## src/rtl/serial_adder_16bit.sv

```systemverilog
// rtl/serial_adder_16bit.sv - nibble-serial 16-bit add/subtract unit with flag outputs
// One 4-bit adder is reused over four cycles, LSB nibble first, with the carry held in r_c.

module full_adder_4bit (
  input  logic [3:0] i_a,
  input  logic [3:0] i_b,
  input  logic       i_cin,
  output logic [3:0] o_sum,
  output logic       o_cout
);
  logic [4:0] w_total;

  assign w_total = {1'b0, i_a} + {1'b0, i_b} + {4'b0000, i_cin};
  assign o_sum   = w_total[3:0];
  assign o_cout  = w_total[4];
endmodule

module serial_adder_16bit (
  input  logic        clk,
  input  logic        rst,
  input  logic        start,
  input  logic        sub,
  input  logic [15:0] A,
  input  logic [15:0] B,
  output logic        busy,
  output logic        done,
  output logic [15:0] Sum,
  output logic        Cout,
  output logic        Ovfl,
  output logic        Zero
);
  typedef enum logic [1:0] {
    IDLE = 2'd0,
    RUN  = 2'd1,
    DONE = 2'd2
  } state_t;

  state_t      r_state;
  logic [15:0] r_opa;
  logic [15:0] r_opb;
  logic [11:0] r_partial;
  logic [1:0]  r_cnt;
  logic        r_c;
  logic        r_sign_a;
  logic        r_sign_b;
  logic        r_busy;
  logic        r_done;
  logic [15:0] r_sum;
  logic        r_cout;
  logic        r_ovfl;
  logic        r_zero;

  logic [3:0]  w_nib_sum;
  logic        w_nib_cout;
  logic [15:0] w_partial_next;
  logic [15:0] w_opb_in;

  full_adder_4bit u_adder (
    .i_a    (r_opa[3:0]),
    .i_b    (r_opb[3:0]),
    .i_cin  (r_c),
    .o_sum  (w_nib_sum),
    .o_cout (w_nib_cout)
  );

  // Only the top 12 bits of the shift register are kept; the low nibble falls off each shift.
  assign w_partial_next = {w_nib_sum, r_partial};
  assign w_opb_in       = sub ? ~B : B;

  always_ff @(posedge clk) begin
    if (rst) begin
      r_state   <= IDLE;
      r_opa     <= 16'h0000;
      r_opb     <= 16'h0000;
      r_partial <= 12'h000;
      r_cnt     <= 2'd0;
      r_c       <= 1'b0;
      r_sign_a  <= 1'b0;
      r_sign_b  <= 1'b0;
      r_busy    <= 1'b0;
      r_done    <= 1'b0;
      r_sum     <= 16'h0000;
      r_cout    <= 1'b0;
      r_ovfl    <= 1'b0;
      r_zero    <= 1'b0;
    end else begin
      case (r_state)
        IDLE, DONE: begin
          r_done <= 1'b0;
          if (start) begin
            r_opa    <= A;
            r_opb    <= w_opb_in;
            r_c      <= sub;
            r_cnt    <= 2'd0;
            r_sign_a <= A[15];
            r_sign_b <= w_opb_in[15];
            r_busy   <= 1'b1;
            r_state  <= RUN;
          end else begin
            r_state <= IDLE;
          end
        end
        RUN: begin
          r_partial <= w_partial_next[15:4];
          r_opa     <= {4'h0, r_opa[15:4]};
          r_opb     <= {4'h0, r_opb[15:4]};
          r_c       <= w_nib_cout;
          r_cnt     <= r_cnt + 2'd1;
          if (r_cnt == 2'd3) begin
            r_sum   <= w_partial_next;
            r_cout  <= w_nib_cout;
            r_ovfl  <= (r_sign_a == r_sign_b) && (w_partial_next[15] != r_sign_a);
            r_zero  <= (w_partial_next == 16'h0000);
            r_busy  <= 1'b0;
            r_done  <= 1'b1;
            r_state <= DONE;
          end
        end
        default: begin
          r_busy  <= 1'b0;
          r_done  <= 1'b0;
          r_state <= IDLE;
        end
      endcase
    end
  end

  assign busy = r_busy;
  assign done = r_done;
  assign Sum  = r_sum;
  assign Cout = r_cout;
  assign Ovfl = r_ovfl;
  assign Zero = r_zero;
endmodule

```

## config.mk

```make
export PLATFORM = sky130hd
export DESIGN_NAME = serial_adder_16bit
export DESIGN_NICKNAME = d
export VERILOG_FILES = /design/src/rtl/serial_adder_16bit.sv
export SDC_FILE = /design/constraint.sdc
export NUM_CORES = 1
export LEC_CHECK = 0
export CORE_MARGIN = 4
export CORE_UTILIZATION = 51
export DETAILED_ROUTE_END_ITERATION = 7
export PLACE_DENSITY_LB_ADDON = 0.08
export SETUP_SLACK_MARGIN = 0.05
export SLEW_MARGIN = 20
export SYNTH_ARGS = -nofsm -noshare
export SYNTH_HDL_FRONTEND = slang
export SYNTH_SLANG_ARGS = --single-unit
```

## constraint.sdc

```tcl
create_clock -name clk -period 2.6 [get_ports clk]
set_input_delay 0.52 -clock clk [delete_from_list [all_inputs] [get_ports clk]]
set_output_delay 0.52 -clock clk [all_outputs]
set_load 0.03 [all_outputs]
```

# After elaboration in Yosys (flattened, before gate mapping)

Index checks and enable logic that the tools add are counted.

Bitwise gates (word level): 2
$add $sub $neg: 3
Equality and inequality tests: 7
Multiplexer cells: 15
Reduce and logical (&&, ||, !) cells: 10

Operators with widths:

| cell                                                                   | count |
|---|---|
| 16-bit one-hot mux with 2 select lines                                 | 2 |
| 16-bit 2-to-1 mux                                                      | 3 |
| 16-bit zero test                                                       | 1 |
| 16-bit NOT                                                             | 1 |
| 2-bit one-hot mux with 2 select lines                                  | 2 |
| 2-bit AND reduction                                                    | 4 |
| 4-bit by 4-bit adder with 5-bit output                                 | 1 |
| 5-bit by 1-bit adder with 5-bit output                                 | 1 |
| 2-bit equality test (second input constant)                            | 2 |
| 1-bit 2-to-1 mux                                                       | 4 |
| 2-bit 2-to-1 mux                                                       | 2 |
| 2-bit != test (second input constant)                                  | 2 |
| 1-bit one-hot mux with 2 select lines                                  | 2 |
| 2-bit OR reduction                                                     | 2 |
| 2-bit by 1-bit adder with 2-bit output (second input constant)         | 1 |
| 2-bit by 1-bit equality test with 1-bit output (second input constant) | 1 |
| 2-bit zero test                                                        | 1 |
| 2-bit nonzero test                                                     | 1 |
| 1-bit equality test                                                    | 1 |
| 1-bit logical AND                                                      | 1 |
| 1-bit != test                                                          | 1 |
| 1-bit NOT                                                              | 1 |

Output and inout port bits: 21
Flip-flop bits (word level): 72
Input bits: 36
Logic and storage cells: 51

# Longest topological paths before layout

Word-level depth: 4
Depth in mapped cells: 6
Mapped depth without buffers: 6

# Hierarchy

A second synthesis with hierarchy kept.

Cells, all modules: 357
Area, all modules: 3022.9 µm²

Modules (own cells, without submodules):

| module             | seq. area each (µm²) | times used | area each (µm²) | cells each |
|---|---|---|---|---|
| serial_adder_16bit | 1441.4               | 1          | 2879.0          | 341 |
| full_adder_4bit    | 0.0                  | 1          | 143.9           | 16 |

# Least setup slack after synthesis

No wires, ideal clock.

Path kind: reg-to-reg
Start: register r_opa[0]
End: register r_zero, in the netlist Zero
Clock period less this slack: 2.165 ns
Cell stages (with the launch flop): 7
Library setup time: 0.069 ns
Buffers on the path: 0
Arrival time: 2.096 ns
Data required time: 2.531 ns
Setup slack: 0.435 ns
Cells stage by stage: dfxtp_1 > fa_1 > fa_1 > nor4_1 > nand3_1 > or4_1 > o21ai_1

Cells in the longest elaborated chain, start to end: 3

Ends and longest elaborated chain:

| what                                   | line | text |
|---|---|---|
| start: declaration                     | 39   | `logic [15:0] r_opa;` |
| start signal: assignment               | 105  | `r_opa <= {4'h0, r_opa[15:4]};` |
| 4-bit by 4-bit adder with 5-bit output | 13   | `assign w_total = {1'b0, i_a} + {1'b0, i_b} + {4'b0000, i_cin};` |
| 5-bit by 1-bit adder with 5-bit output | 13   |  |
| net u_adder.o_sum[1]                   | 8    | `output logic [3:0] o_sum,` |
| 16-bit zero test                       | 113  | `r_zero <= (w_partial_next == 16'h0000);` |
| end signal: assignment                 | 113  |  |
| end: declaration                       | 51   | `logic r_zero;` |

The timed path passes the listed nets, and every way through them passes these cells.
A chain may end at the register's enable or synchronous reset.

# Worst setup path in the final report

Ends and elaborated chain as after synthesis.

==> flow_summary_export.csv <==
group,metric,value,unit
synthesis,synth_edf_count,0,
clock_network,post_cts_buffers,0,
layout,nets,432,
flow_run,drv_cap,0,
synthesis,avgSynthCellArea,8.53,um2
hold_path,hold_class,"flop to flop",
detailed_routing,drc,0,
setup_path,r2r_slack,0.28,ns
placement,place_area,3510,um2
timing,slew_headroom,40.6,%
synthesis,synth_warnings,0,
global_routing,grt_pass1_vias,2281,
detailed_routing,routed_wl,6260,um
hold_path,whs_path_depth,2,
clock_network,clock-sinks,72,
synthesis,ys_seq_area_share,49.4,%
synthesis,synthFlopType,"dfxtp_1",
timing,hold_violations,0,
timing,tightest_slew,0.891,ns
layout,syn2layout_area_growth,26.6,%
clock_network,htree_levels,3,
setup_path,r2r_start,"r_opa[0]$_SDFFE_PP0P_",
global_routing,antenna_found_initial,0,
timing,tns,0,ns
layout,layout.area.seq,1440,um2
floorplanning,boundaryPins,57,
setup_path,path_class,"flop to flop",
floorplanning,fp.dieW,83.6,um
power_and_ir_drop,totalPowerFinal,2.32,mW
timing,max_freq,0.432,GHz
power_and_ir_drop,switching_share,24.8,%
hold_path,whs_endpoint,"Sum[7]$_SDFFE_PP0P_",
floorplanning,start_util,52.6,%
clock_network,clockBufferDepth,2,
clock_network,cts_tree,"built",
detailed_routing,ant_nets,0,
power_and_ir_drop,powerDensity,629,nW/um2
detailed_routing,wl_per_cell,13.4,um
detailed_routing,drtIter0Drc,128,
clock_network,root_buffer,"clkbuf_8",
setup_path,cp_max_fo,3,
power_and_ir_drop,switching_power,577,uW
power_and_ir_drop,p_leak,1.35,nW
clock_network,cts_resized,0,
global_routing,grt_use_total,18.7,%
timing,finalCritPeriodShare,89.1,%
synthesis,syn_inst,342,
floorplanning,placementRows,27,
synthesis,ys_types,35,
placement,dp_hpwl,4200,um
power_and_ir_drop,max-vdd-ir-drop,0.000362,V
power_and_ir_drop,internal-power,1.75,mW
power_and_ir_drop,power_frac_seq,51.1,%
run_status,status,"finished, final reports clean",
clock_network,cts_hold_buf,0,
layout,layout-drive-gt1-share,7.11,%
detailed_routing,viasPerCell,5.33,
synthesis,synth_nets,384,
global_routing,grt_pass1_wl,10700,um
layout,n_fill_cell,491,
floorplanning,core_area,5540,um2
timing,report.final.slew_viol_count,0,
clock_network,clkLatencyLatePin,0.34,ns
placement,io_buffers,56,
layout,stdcell_area,3690,um2
clock_network,numCtsBuffers,9,
timing,rsz0062_at_grt,"false",
synthesis,synthArstFlopShare,0,%
setup_path,crit_path_end_kind,"flop",
setup_path,reg2reg_to,"Zero$_SDFFE_PP0P_",
setup_path,cp.required,2.88,ns
detailed_routing,vias,2483,
setup_path,crit_arrival,2.59,ns
power_and_ir_drop,pwr-share-comb,12.5,%
global_routing,grt_overflow_total,0,
synthesis,ys_ff_latch,72,
setup_path,start_kind,"flop",
floorplanning,die_y,83.6,um
timing,setup_viol,0,
global_routing,grt_max_degree,36,
layout,multi_input_area,1360,um2
timing,skew,0.00625,ns
power_and_ir_drop,p_clk_share,36.4,%
layout,diodes,0,
clock_network,cts.clk_slew.worst_paths,0.07,ns
synthesis,netlist_area,2920,um2
placement,gp_routability_congestion,0.769,
detailed_routing,dr.pass1.iters,5,
floorplanning,die-area,6990,um2
hold_path,min_from,"Sum[7]$_SDFFE_PP0P_",
timing,fin_crit,2.32,ns
setup_path,reg2regPathDepth,6,
## layout make-up
type / count / area share [%]
tap: 72 / 2.44
multi-input combinational: 243 / 36.9
timing repair buffer: 63 / 16.5
sequential: 72 / 39.0
clock buffer: 11 / 3.83
inverter: 1 / 0.102
clock inverter: 4 / 1.22
## state kept, by name, indices dropped and copies added (netlist names)
| signal | flops |
|---|---|
| Cout | 1 |
| Ovfl | 1 |
| Sum | 16 |
| Zero | 1 |
| busy | 1 |
| done | 1 |
| r_c | 1 |
| r_cnt | 2 |
| r_opa | 16 |
| r_opb | 16 |
| r_partial | 12 |
| r_sign_a | 1 |
| r_sign_b | 1 |
| r_state | 2 |
## worst max-delay path, cell delays in order, from the launching register on
cell and delay, ns:
dfxtp_1 0.33, fa_1 0.46, fa_1 0.50, nor4_1 0.27, nand3_1 0.10, or4_1 0.48, o21ai_1 0.12
## Yosys cell counts (all sizes together) (2+ instances only)
master	instances	area share, %
a21oi	58	10
fa	2	1.4
nand3b	2	0.51
nand2b	2	0.43
ha	4	1.7
nand3	2	0.34
nor4	3	0.64
nor2	22	2.9
xor2	16	4.8
clkbuf	16	2.1
dfxtp	72	49
or4	2	0.51
buf	10	1.8
a211oi	2	0.51
nor2b	2	0.43
o21ai	2	0.34
a22oi	32	8.2
nand2	81	11
## metrics by stage
| stage | hold WS, ns | cells | setup WS, ns | util (%) |
|---|---|---|---|---|
| final | 0.454 | 466 | 0.284 | 66.7 |
| after global routing | 0.476 | 466 | 0.149 | 66.7 |
| after CTS | 0.457 | 466 | 0.263 | 66.7 |
| after detailed placement | 0.447 | 451 | 0.153 | 63.3 |
| after global placement | 0.441 | 451 | 0.198 | 63.3 |
| after floorplan | 0.437 | 342 | 0.435 | - |
## power groups by stage
stage          Sequential (mW)  Combinational, mW  Clock (mW)
2_1_floorplan             1.21              0.190           0
3_3_place_gp              1.21              0.286           0
3_5_place_dp              1.21              0.291           0
4_1_cts                   1.19              0.292       0.864
5_1_grt                   1.19              0.324       0.914
6_report                  1.19              0.290       0.845
## worst max-delay path by stage
stage | start | endpoint | depth (start not counted)
2_1_floorplan | r_opa[0]$_SDFFE_PP0P_ | Zero$_SDFFE_PP0P_ | 6
3_3_place_gp | start | r_opb[1]$_SDFFE_PP0P_ | 6
3_5_place_dp | start | r_opa[10]$_SDFFE_PP0P_ | 6
4_1_cts | r_opa[0]$_SDFFE_PP0P_ | Zero$_SDFFE_PP0P_ | 6
5_1_grt | r_opa[0]$_SDFFE_PP0P_ | Zero$_SDFFE_PP0P_ | 6
6_report | r_opa[0]$_SDFFE_PP0P_ | Zero$_SDFFE_PP0P_ | 6
## placed cells by master, fill, tap and decap left out, types with 2 or more instances in the layout
cell type	netlist	routed
dfxtp_1	72	72
a211oi_1	2	2
buf_4	1	7
clkinv_2	0	3
clkbuf_8	0	10
nand2_1	80	80
nor2b_2	0	2
nor4_1	3	3
nor2_1	21	21
a22oi_1	32	32
nand3b_1	2	2
a21oi_1	57	57
clkdlybuf4s50_1	0	55
nand3_1	2	2
ha_1	4	4
fa_1	2	2
xor2_1	16	16
or4_1	2	2
nand2b_1	2	2
## routing by layer
metal  vias to the layer above  GRT usage, %  share of wire (%)
li1                       1266             -                  -
met2                        56          30.4                 50
met3                         9          5.03                5.2
met1                      1152          23.2                 43
met5                         -             0                  0
met4                         0          8.19                1.8
## cell families (layout without fill, tap and decap cells)
kind of cell | count (synthesis) | after routing | share of synthesized area, %
AND/OR/NAND/NOR | 120 | 120 | 17.5
AO/OA/AOI/OAI | 99 | 99 | 20.5
flip-flops | 72 | 72 | 49.4
buffers and inverters | 27 | 79 | 3.99
XOR/XNOR | 17 | 17 | 5.11
adder cells (fa/ha/maj) | 6 | 6 | 3.09
multiplexers | 1 | 1 | 0.343
(Power assumes the default switching activity.)
